<file path="src/rtl/ni_flit_injector_if.sv">
// ni_flit_injector_if: packet request, payload stream, flit output and
// credit return between a packet source, the injector and a router FIFO.
// Ports: pkt_* request, pld_* payload, flit_* to FIFO, credit_in from FIFO.
interface ni_flit_injector_if #(
  parameter int DATA_WIDTH = 32,
  parameter int LEN_W      = 4
);
  logic                  pkt_req;
  logic [3:0]            pkt_dst;
  logic [LEN_W-1:0]      pkt_len;
  logic                  pkt_ack;
  logic                  pld_valid;
  logic [DATA_WIDTH-1:0] pld_data;
  logic                  pld_ready;
  logic                  flit_valid;
  logic [2:0]            flit_id;
  logic [DATA_WIDTH-1:0] flit_data;
  logic                  credit_in;

  modport master (
    output pkt_req, pkt_dst, pkt_len,
    input  pkt_ack,
    output pld_valid, pld_data,
    input  pld_ready,
    input  flit_valid, flit_id, flit_data,
    output credit_in
  );

  modport slave (
    input  pkt_req, pkt_dst, pkt_len,
    output pkt_ack,
    input  pld_valid, pld_data,
    output pld_ready,
    output flit_valid, flit_id, flit_data,
    input  credit_in
  );
endinterface

</file>
<file path="src/rtl/ni_flit_injector.sv">
// ni_flit_injector: builds HEADER/PAYLOAD*/TAIL wormhole packets and
// injects them into a router input FIFO under credit flow control.
// Ports: clk, rst (sync, active high), cur_addr_rst (own {y,x}, latched
// in reset), bus (slave side of ni_flit_injector_if), busy, credit_err.
module ni_flit_injector #(
  parameter int FIFO_DEPTH = 4,
  parameter int DATA_WIDTH = 32,
  parameter int LEN_W      = 4
) (
  input  logic                clk,
  input  logic                rst,
  input  logic [3:0]          cur_addr_rst,
  ni_flit_injector_if.slave   bus,
  output logic                busy,
  output logic                credit_err
);

  localparam int CW = $clog2(FIFO_DEPTH + 1);
  localparam logic [CW-1:0] CRED_MAX = CW'(FIFO_DEPTH);
  localparam logic [2:0] ID_HDR  = 3'b001;
  localparam logic [2:0] ID_PLD  = 3'b010;
  localparam logic [2:0] ID_TAIL = 3'b100;

  typedef enum logic [1:0] {
    S_IDLE,
    S_BODY,
    S_TAIL
  } state_t;

  state_t                r_state;
  state_t                w_state_nxt;
  logic [LEN_W-1:0]      r_rem;
  logic [LEN_W-1:0]      w_rem_nxt;
  logic [CW-1:0]         r_credits;
  logic [3:0]            r_own;
  logic                  r_flit_valid;
  logic [2:0]            r_flit_id;
  logic [DATA_WIDTH-1:0] r_flit_data;
  logic                  r_busy;
  logic                  r_credit_err;

  logic                  w_has_cred;
  logic                  w_send;
  logic                  w_ack;
  logic                  w_rdy;
  logic [2:0]            w_id;
  logic [DATA_WIDTH-1:0] w_data;
  logic [DATA_WIDTH-1:0] w_hdr;

  assign w_has_cred = (r_credits != '0);

  always_comb begin
    w_hdr               = '0;
    w_hdr[3:0]          = bus.pkt_dst;
    w_hdr[7:4]          = r_own;
    w_hdr[8 +: LEN_W]   = bus.pkt_len;
  end

  // rem counts payload words still owed; the last word rides in the TAIL.
  always_comb begin
    w_state_nxt = r_state;
    w_rem_nxt   = r_rem;
    w_send      = 1'b0;
    w_ack       = 1'b0;
    w_rdy       = 1'b0;
    w_id        = '0;
    w_data      = '0;
    if (!rst) begin
      unique case (r_state)
        S_IDLE: begin
          if (bus.pkt_req && w_has_cred) begin
            w_ack       = 1'b1;
            w_send      = 1'b1;
            w_id        = ID_HDR;
            w_data      = w_hdr;
            w_rem_nxt   = bus.pkt_len;
            w_state_nxt = (bus.pkt_len >= LEN_W'(2)) ? S_BODY : S_TAIL;
          end
        end
        S_BODY: begin
          if (bus.pld_valid && w_has_cred) begin
            w_rdy     = 1'b1;
            w_send    = 1'b1;
            w_id      = ID_PLD;
            w_data    = bus.pld_data;
            w_rem_nxt = r_rem - LEN_W'(1);
            if (r_rem == LEN_W'(2)) w_state_nxt = S_TAIL;
          end
        end
        S_TAIL: begin
          if (r_rem == '0) begin
            // empty packet: TAIL carries no payload word
            if (w_has_cred) begin
              w_send      = 1'b1;
              w_id        = ID_TAIL;
              w_state_nxt = S_IDLE;
            end
          end else if (bus.pld_valid && w_has_cred) begin
            w_rdy       = 1'b1;
            w_send      = 1'b1;
            w_id        = ID_TAIL;
            w_data      = bus.pld_data;
            w_rem_nxt   = '0;
            w_state_nxt = S_IDLE;
          end
        end
        default: w_state_nxt = S_IDLE;
      endcase
    end
  end

  always_ff @(posedge clk) begin
    if (rst) begin
      r_state      <= S_IDLE;
      r_rem        <= '0;
      r_credits    <= CRED_MAX;
      r_own        <= cur_addr_rst;
      r_flit_valid <= 1'b0;
      r_flit_id    <= '0;
      r_flit_data  <= '0;
      r_busy       <= 1'b0;
      r_credit_err <= 1'b0;
    end else begin
      r_state      <= w_state_nxt;
      r_rem        <= w_rem_nxt;
      r_flit_valid <= w_send;
      r_flit_id    <= w_id;
      r_flit_data  <= w_data;
      r_busy       <= (w_state_nxt != S_IDLE);
      unique case (1'b1)
        (w_send && !bus.credit_in):
          r_credits <= r_credits - CW'(1);
        (bus.credit_in && !w_send): begin
          if (r_credits == CRED_MAX) r_credit_err <= 1'b1;
          else r_credits <= r_credits + CW'(1);
        end
        default: ;
      endcase
    end
  end

  assign bus.pkt_ack    = w_ack;
  assign bus.pld_ready  = w_rdy;
  assign bus.flit_valid = r_flit_valid;
  assign bus.flit_id    = r_flit_id;
  assign bus.flit_data  = r_flit_data;
  assign busy           = r_busy;
  assign credit_err     = r_credit_err;

endmodule
</file>
<file path="src/flat_wrapper.sv">
// flat-port wrapper written by rule: the top's interface ports become plain ports
module ni_flit_injector_flat 
#(
  parameter int FIFO_DEPTH = 4,
  parameter int DATA_WIDTH = 32,
  parameter int LEN_W      = 4
)
  (clk, rst, cur_addr_rst, busy, credit_err, bus_pkt_req, bus_pkt_dst, bus_pkt_len, bus_pkt_ack, bus_pld_valid, bus_pld_data, bus_pld_ready, bus_flit_valid, bus_flit_id, bus_flit_data, bus_credit_in);
  ni_flit_injector_if #(.DATA_WIDTH(DATA_WIDTH), .LEN_W(LEN_W)) bus_i ();
  input  logic clk;
  input  logic rst;
  input  logic [3:0] cur_addr_rst;
  output logic busy;
  output logic credit_err;
  input wire logic [$bits(bus_i.pkt_req)-1:0] bus_pkt_req;
  input wire logic [$bits(bus_i.pkt_dst)-1:0] bus_pkt_dst;
  input wire logic [$bits(bus_i.pkt_len)-1:0] bus_pkt_len;
  output wire logic [$bits(bus_i.pkt_ack)-1:0] bus_pkt_ack;
  input wire logic [$bits(bus_i.pld_valid)-1:0] bus_pld_valid;
  input wire logic [$bits(bus_i.pld_data)-1:0] bus_pld_data;
  output wire logic [$bits(bus_i.pld_ready)-1:0] bus_pld_ready;
  output wire logic [$bits(bus_i.flit_valid)-1:0] bus_flit_valid;
  output wire logic [$bits(bus_i.flit_id)-1:0] bus_flit_id;
  output wire logic [$bits(bus_i.flit_data)-1:0] bus_flit_data;
  input wire logic [$bits(bus_i.credit_in)-1:0] bus_credit_in;
  assign bus_i.pkt_req = bus_pkt_req;
  assign bus_i.pkt_dst = bus_pkt_dst;
  assign bus_i.pkt_len = bus_pkt_len;
  assign bus_pkt_ack = bus_i.pkt_ack;
  assign bus_i.pld_valid = bus_pld_valid;
  assign bus_i.pld_data = bus_pld_data;
  assign bus_pld_ready = bus_i.pld_ready;
  assign bus_flit_valid = bus_i.flit_valid;
  assign bus_flit_id = bus_i.flit_id;
  assign bus_flit_data = bus_i.flit_data;
  assign bus_i.credit_in = bus_credit_in;
  ni_flit_injector #(.FIFO_DEPTH(FIFO_DEPTH), .DATA_WIDTH(DATA_WIDTH), .LEN_W(LEN_W)) u_core (.clk(clk), .rst(rst), .cur_addr_rst(cur_addr_rst), .bus(bus_i), .busy(busy), .credit_err(credit_err));
endmodule
</file>
<file path="config.mk">
export PLATFORM = sky130hd
export DESIGN_NAME = ni_flit_injector_flat
export DESIGN_NICKNAME = d
export VERILOG_FILES = /design/src/rtl/ni_flit_injector_if.sv /design/src/rtl/ni_flit_injector.sv /design/src/flat_wrapper.sv
export SDC_FILE = /design/constraint.sdc
export NUM_CORES = 1
export LEC_CHECK = 0
export BUFFER_PORTS_ARGS = -buffer_cell sky130_fd_sc_hd__clkbuf_2
export CAP_MARGIN = 30
export CORE_MARGIN = 2
export CORE_UTILIZATION = 42
export CTS_CLUSTER_SIZE = 20
export DETAILED_ROUTE_END_ITERATION = 6
export PLACE_DENSITY = 0.75
export SETUP_SLACK_MARGIN = 0.4
export SLEW_MARGIN = 20
export SYNTH_ARGS = -nofsm -noshare
export SYNTH_HDL_FRONTEND = slang
export SYNTH_SLANG_ARGS = --single-unit
</file>
<file path="constraint.sdc">
create_clock -name clk -period 2.4 [get_ports clk]
set_input_delay 0.6 -clock clk [delete_from_list [all_inputs] [get_ports clk]]
set_output_delay 0.6 -clock clk [all_outputs]
set_load 0.1 [all_outputs]
</file>
==> results of run 1 <==
-- state kept, by name, summed over array words and instances, names as in the netlist --
name	cells
u_core.credit_err	1
u_core.r_state	2
u_core.r_credits	3
u_core.bus.flit_valid	1
u_core.busy	1
u_core.r_own	4
u_core.bus.flit_id	3
u_core.r_rem	4
u_core.bus.flit_data	32
-- per-stage QoR --
step	hold slack [ns]	area, sq um	cells
floorplan	0.442	2100	180
global placement	0.447	2650	323
detailed placement	0.453	2650	323
CTS	0.457	2930	343
global route	0.454	2960	345
finish	0.462	2960	345
-- worst max-delay path: stages (launching register included) --
cell and delay [ns]:
dfxtp_4 0.36, inv_2 0.08, ha_1 0.20, buf_4 0.19
a21oi_4 0.05, nor4b_4 0.27, buf_12 0.21
-- final timing paths --
| kind | to | slack [ns] | depth (start not counted) |
|---|---|---|---|
| worst max-delay path | bus_pld_ready | 0.12 | 6 |
| worst min-delay path | u_core.r_own[3] | 0.46 | 1 |
| worst max register to register | u_core.r_credits[2] | 0.28 | 10 |
| worst min register to register | u_core.bus.flit_data[4] | 0.48 | 1 |
-- kinds of logic after synthesis --
group                    share of synthesized area [%]
AO/OA/AOI/OAI                                     18.5
XOR/XNOR                                         0.887
adder cells (fa/ha/maj)                           4.82
AND/OR/NAND/NOR                                   18.1
buffers and inverters                             3.42
flip-flops                                        53.7
multiplexers                                     0.507
-- per-layer routing --
| layer | share of wire, % | track usage, % | vias to the layer above |
|---|---|---|---|
| met2 | 48 | 29.9 | 91 |
| met3 | 9.8 | 4.86 | 10 |
| met5 | 0 | 0 | - |
| met4 | 1.5 | 6.17 | 0 |
| li1 | - | - | 867 |
| met1 | 41 | 22.9 | 793 |
-- placed cells by master, fill, tap and decap left out, types with 2 or more instances in the layout --
master	instances
a21o_1	3
buf_6	4
a22o_1	13
inv_1	6
ha_1	2
a31oi_1	2
inv_2	3
a311oi_1	3
clkinv_4	2
nand2_1	4
ha_4	4
nor2_1	10
nand2b_1	3
dfxtp_4	2
dfxtp_1	42
clkbuf_2	86
buf_4	20
o211a_1	2
buf_12	2
dfxtp_2	3
clkbuf_8	5
nor3_2	2
o221ai_1	2
and2_1	20
a21oi_1	4
edfxtp_1	4
nor3_1	3
-- timing repair --
action                                  CTS  global route
gates resized for setup                  18             3
pin swaps                                14             3
setup buffers                            12             2
endpoints found under the setup margin    6             7
-- area by class of cell --
type	instances	area share [%]
multi-input cells	112	34.4
repair buffers	112	22.5
clock buffers	5	2.33
clock inverters	3	0.973
flip-flops and latches	51	36.2
inverters	10	1.35
well taps	52	2.20
-- power breakdown --
group          total [mW]  internal (mW)  switching [mW]
Combinational       0.916          0.319           0.597
Sequential          0.982          0.934          0.0485
Clock               0.514          0.216           0.297
Total                2.41           1.47           0.943
==> metrics.md, run 1 <==
| Metric | Value |
|---|---|
| PortBufs | 88 |
| Vias per cell | 5.10 |
| Ys flop type | dfxtp_1 |
| Tot Pwr | between 2 and 2.5 mW |
| Final setup vio count | 0 |
| Slew margin rel. | 63.6% |
| Fillers | 361 |
| I/O pins | 89 |
| Row cnt | 24 |
| Fin nets | 348 |
| Largest net degree at the start of global routing | 33 |
| Gr usage total | between 10% and 20% |
| Cells after Synth | between 150 and 200 |
| Final antenna-violating net count | 0 |
| Layout Skew | 0.0102 ns |
| DRC Markers | 0 |
| Synthesized area | 1970 sq um |
| Root buf cell | clkbuf_8 |
| Most frequent cell after synthesis | dfxtp_1 |
| Status | finished, final reports clean |
| Post-synth top cells | dfxtp_1, and2_1, a22o_1 |
| Reg-to-reg startpoint | u_core.r_state[0] |
| Final setup TNS | 0 ns |
| Max-cap violations | 0 |
| Later-pin clock latency in the skew report | 0.31 ns |
| Synth top area cells | dfxtp_1, and2_1, edfxtp_1 |
| Synthesized area per cell | 11.0 sq um |
| Worst Setup SP | u_core.r_state[1] |
| Worst Tran Pin Value | 0.548 ns |
| Initial Utilization | 44.4% |
| Yosys top cell by area | dfxtp_1 |
| Final Critical Period | 2.28 ns |
| Final hold vios | 0 |
| DRT iter0 DRCs | slightly above 70 |
| Yosys cell types | 47 |
| Routability cong. | approximately 1 |
| Vias in the first global route | 1587 |
| WS Path Type | reg -> out |
| RSZ-0062 raised after global routing | yes |
| Drt pass-1 iters | 4 |
| CTS tree | yes |
| # diodes | 0 |
| Syn Nets | 236 |
| Full die area | roughly 5300 sq um |
| Final core occ | 66.6% |
| Max Root-Sink Buffers | 2 |
| HP Start | cur_addr_rst[3] |
| Worst EP required | 1.80 ns |
| DIE HEIGHT | 72.6 um |
| Multi-input gate area in the final layout | roughly 1000 sq um |
| Static Leakage | 1.39 nW |
| Slew Limit Fails | 0 |
| Grt total ovfl | 0 |
| Async set-or-reset flop fraction in the synthesized netlist | 0% |
| Mean routed wirelength per cell | 14.1 um |
| VDD IR max | around 0.39 mV |
| Chip width | a little over 70 um |
| Via count | 1761 |
| Core area | 4440 sq um |
| Area delta synth->final | 49.9% |
| First-pass GRT wire length | 7.45 mm |
| CTS Buf Count | 5 |
| CTS H-tree depth | 2 |
| Critical path peak fanout | 8 |
| Seq cells post-synth | 51 |
| Share of layout cells above drive strength 1 | 52.9% |
| Hold_buf cts | 0 |
| HP Class | in -> reg |
| Worst slack, placed | approximately 0.14 ns |
| P per Cell Area | 815 nW/um^2 |
| Initial antenna violation count | 0 |
| Fin worst setup slack | around 0.12 ns |
| Maximum clock rate | 0.438 GHz |
| YS warnings | 0 |
| # clock sinks | 51 |
| Post-synthesis sequential area ratio | a little over half |
| DPL Wire Length | approximately 3.4 mm |
| CP arrival | around 1.7 ns |
| Post-synth EDFFs | 4 |
| Total routed wirelength | around 5 mm |
| Share of the synthesized area in the top cell type | 47.7% |
| Clock transition at path regs | 0.10 ns |
| CP Capture Type | primary output |
| Crit share post-route | 95.0% |
| Critical Path Start Type | flip-flop |
| Register area | 1070 sq um |
(Power assumes the default switching activity.)
==> inputs of run 2 (changes only) <==
PLACE_DENSITY = 0.73   (was 0.75)
==> metrics.md, run 2 (synthesis gave the netlist of run 1 again) <==
| Metric | Value |
|---|---|
| Met3 usage | 4.58% (was 4.86%) |
| WS Path Type | reg -> out (unchanged) |
| Fillers | 360 (was 361) |
| Full die area | 5270 sq um (unchanged) |
| Switch Pwr | 941 uW (was 943 uW) |
| Worst slack, placed | 0.0663 ns (was 0.138 ns) |
| Reg-to-reg startpoint | u_core.r_credits[1] (was u_core.r_state[0]) |
| Vias in the first global route | 1723 (was 1587) |
| Core area | 4440 sq um (unchanged) |
| Chip width | 72.6 um (unchanged) |
| CTS Buf Count | 5 (unchanged) |
| Pint | 1.57 mW (was 1.47 mW) |
| Drt pass-1 iters | 4 (unchanged) |
| CTS tree | yes (unchanged) |
| Seq pwr share | 39.1% (was 40.7%) |
| Status | finished, final reports clean (unchanged) |
| Maximum clock rate | 0.442 GHz (was 0.438 GHz) |
| Final antenna-violating net count | 0 (unchanged) |
| Combinational power share | 36.4% (was 38.0%) |
| CP Capture Type | primary output (unchanged) |
| DRT iter0 DRCs | 104 (was 72) |
| Multi-input gate area in the final layout | 997 sq um (was 1020 sq um) |
| # diodes | 0 (unchanged) |
| GR peak layer | met2 (unchanged) |
| CTS H-tree depth | 2 (unchanged) |
| Crit share post-route | 94.2% (was 95.0%) |
| Critical Path Start Type | flip-flop (unchanged) |
| Clock Power Share | 24.5% (was 21.3%) |
| Worst r2r dst | u_core.r_credits[2] (unchanged) |
| I/O pins | 89 (unchanged) |
| Largest net degree at the start of global routing | 33 (unchanged) |
| Area delta synth->final | 49.4% (was 49.9%) |
| Final setup vio count | 0 (unchanged) |
| Final Critical Period | 2.26 ns (was 2.28 ns) |
| Row cnt | 24 (unchanged) |
| CP arrival | 1.66 ns (was 1.68 ns) |
| VDD IR max | 0.520 mV (was 0.393 mV) |
| P per Cell Area | 850 nW/um^2 (was 815 nW/um^2) |
| Final hold vios | 0 (unchanged) |
| Commonest non-fill, non-tap cells in the layout | clkbuf_2, dfxtp_1, buf_4 (was clkbuf_2, dfxtp_1, and2_1, buf_4, a22o_1) |
| Largest register FFs | 32 (unchanged) |
| Via count | 1801 (was 1761) |
| Slew margin rel. | 58.8% (was 63.6%) |
| Sw frac | 37.5% (was 39.1%) |
| PortBufs | 88 (unchanged) |
| Final setup TNS | 0 ns (unchanged) |
| Slew Limit Fails | 0 (unchanged) |
| Grt total ovfl | 0 (unchanged) |
| Critical Path End | bus_pld_ready (unchanged) |
| Max-cap violations | 0 (unchanged) |
| Root buf cell | clkbuf_8 (unchanged) |
| Share of layout cells above drive strength 1 | 52.9% (unchanged) |
| Initial Utilization | 44.4% (unchanged) |
| Clock transition at path regs | 0.10 ns (about the same) |
| HP Class | in -> reg (unchanged) |
| Layout Skew | 0.00479 ns (was 0.0102 ns) |
| Worst Setup SP | u_core.r_rem[0] (was u_core.r_state[1]) |
| Mean routed wirelength per cell | 14.8 um (was 14.1 um) |
| Reg2reg path depth | 8 (was 10) |
| R2R Setup Slk | 0.27 ns (was 0.28 ns) |
| Initial antenna violation count | 0 (unchanged) |
| Register area | 1070 sq um (about the same) |
| DRC Markers | 0 (unchanged) |
| Commonest non-fill, non-tap cell in the layout | clkbuf_2 (unchanged) |
| DPL Wire Length | 3.54 mm (was 3.35 mm) |
| Fin worst setup slack | 0.140 ns (was 0.119 ns) |
| DIE HEIGHT | 72.6 um (unchanged) |
| Static Leakage | 1.39 nW (about the same) |
| Total routed wirelength | 5.10 mm (was 4.87 mm) |
| Vias per cell | 5.22 (was 5.10) |
| Fin nets | 348 (unchanged) |
| Hold_buf cts | 0 (unchanged) |
| Worst Tran Pin Value | 0.614 ns (was 0.548 ns) |
| Met1 Use GR | 22.8% (was 22.9%) |
| GR Layer Usage met2 | 32.6% (was 29.9%) |
| Max Root-Sink Buffers | 2 (unchanged) |
| Routability cong. | 0.859 (was 0.993) |
| First-pass GRT wire length | 7.81 mm (was 7.45 mm) |
| # clock sinks | 51 (unchanged) |
| Later-pin clock latency in the skew report | 0.30 ns (was 0.31 ns) |
| Critical path peak fanout | 2 (was 8) |
| Worst EP required | 1.80 ns (about the same) |
| Gr usage total | 19.1% (was 18.1%) |
| RSZ-0062 raised after global routing | yes (unchanged) |
## run 2: changes by cell type in the layout (fill, tap and decap cells not counted), sizes merged
cell,before,now
clkinv,2,0
bufinv,0,1
clkinvlp,0,1
## run 2: power groups by stage
stage               registers [mW]  clock network [mW]  logic, mW
global placement             0.998                   0      0.808
finish                       0.980               0.613      0.914
detailed placement           0.999                   0      0.813
global route                 0.989               0.666      0.966
CTS                          0.979               0.629      0.890
floorplan                     1.31                   0      0.322
## run 2: layout make-up
type | count | area share [%]
Inverter | 10 | 1.36
Clock buffer | 5 | 2.33
Multi-Input combinational cell | 112 | 33.8
Clock inverter | 3 | 1.57
Timing Repair Buffer | 112 | 22.3
Sequential cell | 51 | 36.4
Tap cell | 52 | 2.21
## run 2: how the worst min path moves through the flow
stage	slack, ns	endpoint	startpoint	cells past startpoint
after floorplan	0.44	u_core.bus.flit_data[4]	u_core.r_own[0]	1
after global placement	0.45	u_core.bus.flit_data[5]	u_core.r_own[1]	1
after detailed placement	0.45	u_core.bus.flit_data[6]	u_core.r_own[2]	1
after CTS	0.46	u_core.r_own[2]	cur_addr_rst[2]	1
after global routing	0.45	u_core.r_own[2]	cur_addr_rst[2]	1
final	0.46	u_core.r_own[2]	cur_addr_rst[2]	1
## run 2: stage by stage
| step | utilization [%] | power [mW] | instance area, sq um | instances | hold slack (ns) |
|---|---|---|---|---|---|
| global route | 66.4 | 2.62 | 2950 | 345 | 0.450 |
| floorplan | - | 1.63 | 2100 | 180 | 0.442 |
| detailed placement | 59.5 | 1.81 | 2650 | 322 | 0.449 |
| CTS | 65.5 | 2.50 | 2910 | 341 | 0.455 |
| global placement | 59.5 | 1.81 | 2650 | 322 | 0.447 |
| finish | 66.4 | 2.51 | 2950 | 345 | 0.464 |
## run 2: layer usage
| metal | share of wire, % | up-vias |
|---|---|---|
| met3 | 5.2 | 10 |
| met2 | 49 | 64 |
| met1 | 44 | 857 |
| li1 | - | 870 |
| met4 | 2.3 | 0 |
| met5 | 0 | - |
## run 2: critical path: stages, from the launching register on
cell and delay [ns]:
dfxtp_2 0.34, inv_2 0.07, ha_4 0.13, or3b_4 0.39, a21oi_4 0.18, nor4b_4 0.07
buf_12 0.17
## run 2: repair_timing
| item | 4_1_cts | 5_1_grt |
|---|---|---|
| endpoints found under the hold margin | 0 | 0 |
| pin swaps | 6 | 4 |
| gates resized for setup | 14 | 4 |
| setup buffers | 11 | 4 |
| endpoints found under the setup margin | 9 | 9 |
==> inputs of run 3 (changes only) <==
RECOVER_POWER = 25   (was not set)
==> metrics.md, run 3 (synthesis gave the netlist of run 1 again) <==
| Metric | Value |
|---|---|
| Status | finished, final reports clean (unchanged) |
| Slew margin rel. | 21.4% (was 58.8%) |
| Post-layout instance area | 2920 sq um (was 2950 sq um) |
| Via count | 1800 (was 1801) |
| DPL Wire Length | 3.54 mm (unchanged) |
| Total routed wirelength | 5.12 mm (was 5.10 mm) |
| Largest net degree at the start of global routing | 33 (unchanged) |
| Final Critical Period | 2.26 ns (about the same) |
| Full die area | 5270 sq um (unchanged) |
| Area delta synth->final | 48.1% (was 49.4%) |
| Combinational power share | 36.3% (was 36.4%) |
| DRT iter0 DRCs | 108 (was 104) |
| Final antenna-violating net count | 0 (unchanged) |
| Worst hold slack | 0.464 ns (about the same) |
| Endpoint, Worst Hold | u_core.r_own[2] (unchanged) |
| Grt total ovfl | 0 (unchanged) |
| CTS Buf Count | 5 (unchanged) |
| Slew Limit Fails | 0 (unchanged) |
| Sw frac | 37.6% (was 37.5%) |
| Critical path peak fanout | 2 (unchanged) |
| Root buf cell | clkbuf_8 (unchanged) |
| P per Cell Area | 856 nW/um^2 (was 850 nW/um^2) |
| Chip width | 72.6 um (unchanged) |
| Critical Path Start Type | flip-flop (unchanged) |
| CTS tree | yes (unchanged) |
| Reg2reg path depth | 10 (was 8) |
| Placed Cells | 322 (unchanged) |
| PortBufs | 88 (unchanged) |
| WS Path Type | reg -> out (unchanged) |
| Final cell count without fillers | 345 (unchanged) |
| Layout Skew | 0.00582 ns (was 0.00479 ns) |
| First-pass GRT wire length | 7.81 mm (unchanged) |
| CP arrival | 1.66 ns (about the same) |
| Fillers | 370 (was 360) |
| Gr usage total | 19.1% (unchanged) |
| VDD IR max | 0.519 mV (was 0.520 mV) |
| Share of layout cells above drive strength 1 | 48.1% (was 52.9%) |
| Hold Crit Depth | 1 (unchanged) |
| Seq pwr share | 39.2% (was 39.1%) |
| Fin worst setup slack | 0.140 ns (about the same) |
| Worst Tran Pin Value | 1.18 ns (was 0.614 ns) |
| Later-pin clock latency in the skew report | 0.30 ns (about the same) |
| Crit share post-route | 94.2% (about the same) |
| R2R Setup Slk | 0.29 ns (was 0.27 ns) |
| Placed cell areas | 2650 sq um (unchanged) |
| HP Start | cur_addr_rst[2] (unchanged) |
| CP Capture Type | primary output (unchanged) |
| Commonest non-fill, non-tap cells in the layout | clkbuf_2, dfxtp_1, buf_4 (unchanged) |
| # clock sinks | 51 (unchanged) |
| Worst slack, placed | 0.0663 ns (unchanged) |
| Drt pass-1 iters | 4 (unchanged) |
| # diodes | 0 (unchanged) |
| Clock Power Share | 24.6% (was 24.5%) |
| Worst r2r dst | u_core.r_credits[2] (unchanged) |
| Final setup vio count | 0 (unchanged) |
| Worst EP required | 1.80 ns (about the same) |
| Final hold vios | 0 (unchanged) |
| Switch Pwr | 940 uW (was 941 uW) |
| Initial antenna violation count | 0 (unchanged) |
| HP Class | in -> reg (unchanged) |
| Mean routed wirelength per cell | 14.8 um (about the same) |
| Vias per cell | 5.22 (about the same) |
| CTS H-tree depth | 2 (unchanged) |
| DRC Markers | 0 (unchanged) |
| Routability cong. | 0.859 (unchanged) |
| DIE HEIGHT | 72.6 um (unchanged) |
| RSZ-0062 raised after global routing | yes (unchanged) |
| Clock transition at path regs | 0.10 ns (about the same) |
| I/O pins | 89 (unchanged) |
| Maximum clock rate | 0.443 GHz (was 0.442 GHz) |
| Reg-to-reg startpoint | u_core.r_state[1] (was u_core.r_credits[1]) |
| Commonest non-fill, non-tap cell in the layout | clkbuf_2 (unchanged) |
| Fin nets | 348 (unchanged) |
| Static Leakage | 1.34 nW (was 1.39 nW) |
| Vias in the first global route | 1723 (unchanged) |
| Initial Utilization | 44.4% (unchanged) |
| Row cnt | 24 (unchanged) |
| Pint | 1.56 mW (was 1.57 mW) |
| Max-cap violations | 0 (unchanged) |
| Core area | 4440 sq um (unchanged) |
| Largest register FFs | 32 (unchanged) |
| Max Root-Sink Buffers | 2 (unchanged) |
run 3: cell count changes in the layout (fill, tap and decap cells not counted), sizes merged:
cell    change
buf         -1
clkbuf      +1
run 3: area by class of cell:
class                   instances  area, sq um  share of cell area, %
flip-flops and latches         51         1070                   36.7
well taps                      52         65.1                   2.23
inverters                      10         40.0                   1.37
clock buffers                   5         68.8                   2.35
clock inverters                 3         46.3                   1.58
multi-input cells             112          991                   33.9
repair buffers                112          639                   21.9
run 3: worst max-delay path: stages, from the launching register on:
cell and delay, ns:
dfxtp_2 0.34, inv_2 0.07, ha_4 0.13, or3b_4 0.39
a21oi_4 0.18, nor4b_4 0.07, buf_12 0.17
run 3: worst max-delay path by stage:
stage | endpoint | slack (ns) | startpoint | cells past startpoint
floorplan | bus_pld_ready | -0.12 | u_core.r_rem[0] | 5
global placement | u_core.r_credits[2] | 0.16 | u_core.r_state[0] | 10
detailed placement | u_core.r_credits[2] | 0.07 | u_core.r_state[0] | 10
CTS | bus_pld_ready | 0.11 | u_core.r_rem[0] | 6
global route | bus_pld_ready | 0.08 | u_core.r_credits[0] | 5
finish | bus_pld_ready | 0.14 | u_core.r_rem[0] | 6
run 3: per-stage QoR:
step	total power, mW	util [%]	TNS, ns
2_1_floorplan	1.63	-	-0.117
3_3_place_gp	1.81	59.5	0
3_5_place_dp	1.81	59.5	0
4_1_cts	2.50	65.5	0
5_1_grt	2.62	65.8	0
6_report	2.50	65.8	0
run 3: what timing repair did:
item                                    4_1_cts  5_1_grt
hold buffers                                  0        0
pin swaps                                     6        4
gates resized for setup                      14        4
endpoints found under the setup margin        9        9
setup buffers                                11        4
run 3: per-layer routing:
| metal | share of wire (%) | track usage, % | wire length (um) |
|---|---|---|---|
| met2 | 49 | 32.6 | 2490 |
| met1 | 43 | 22.8 | 2210 |
| met3 | 5.7 | 4.58 | 290 |
| met4 | 2.5 | 8.44 | 127 |
| met5 | 0 | 0 | 0 |
run 3: power by group through the flow:
stage	clock [mW]	sequential (mW)	combinational, mW
2_1_floorplan	0	1.31	0.322
3_3_place_gp	0	0.998	0.808
3_5_place_dp	0	0.999	0.813
4_1_cts	0.629	0.979	0.890
5_1_grt	0.666	0.989	0.960
6_report	0.614	0.980	0.908
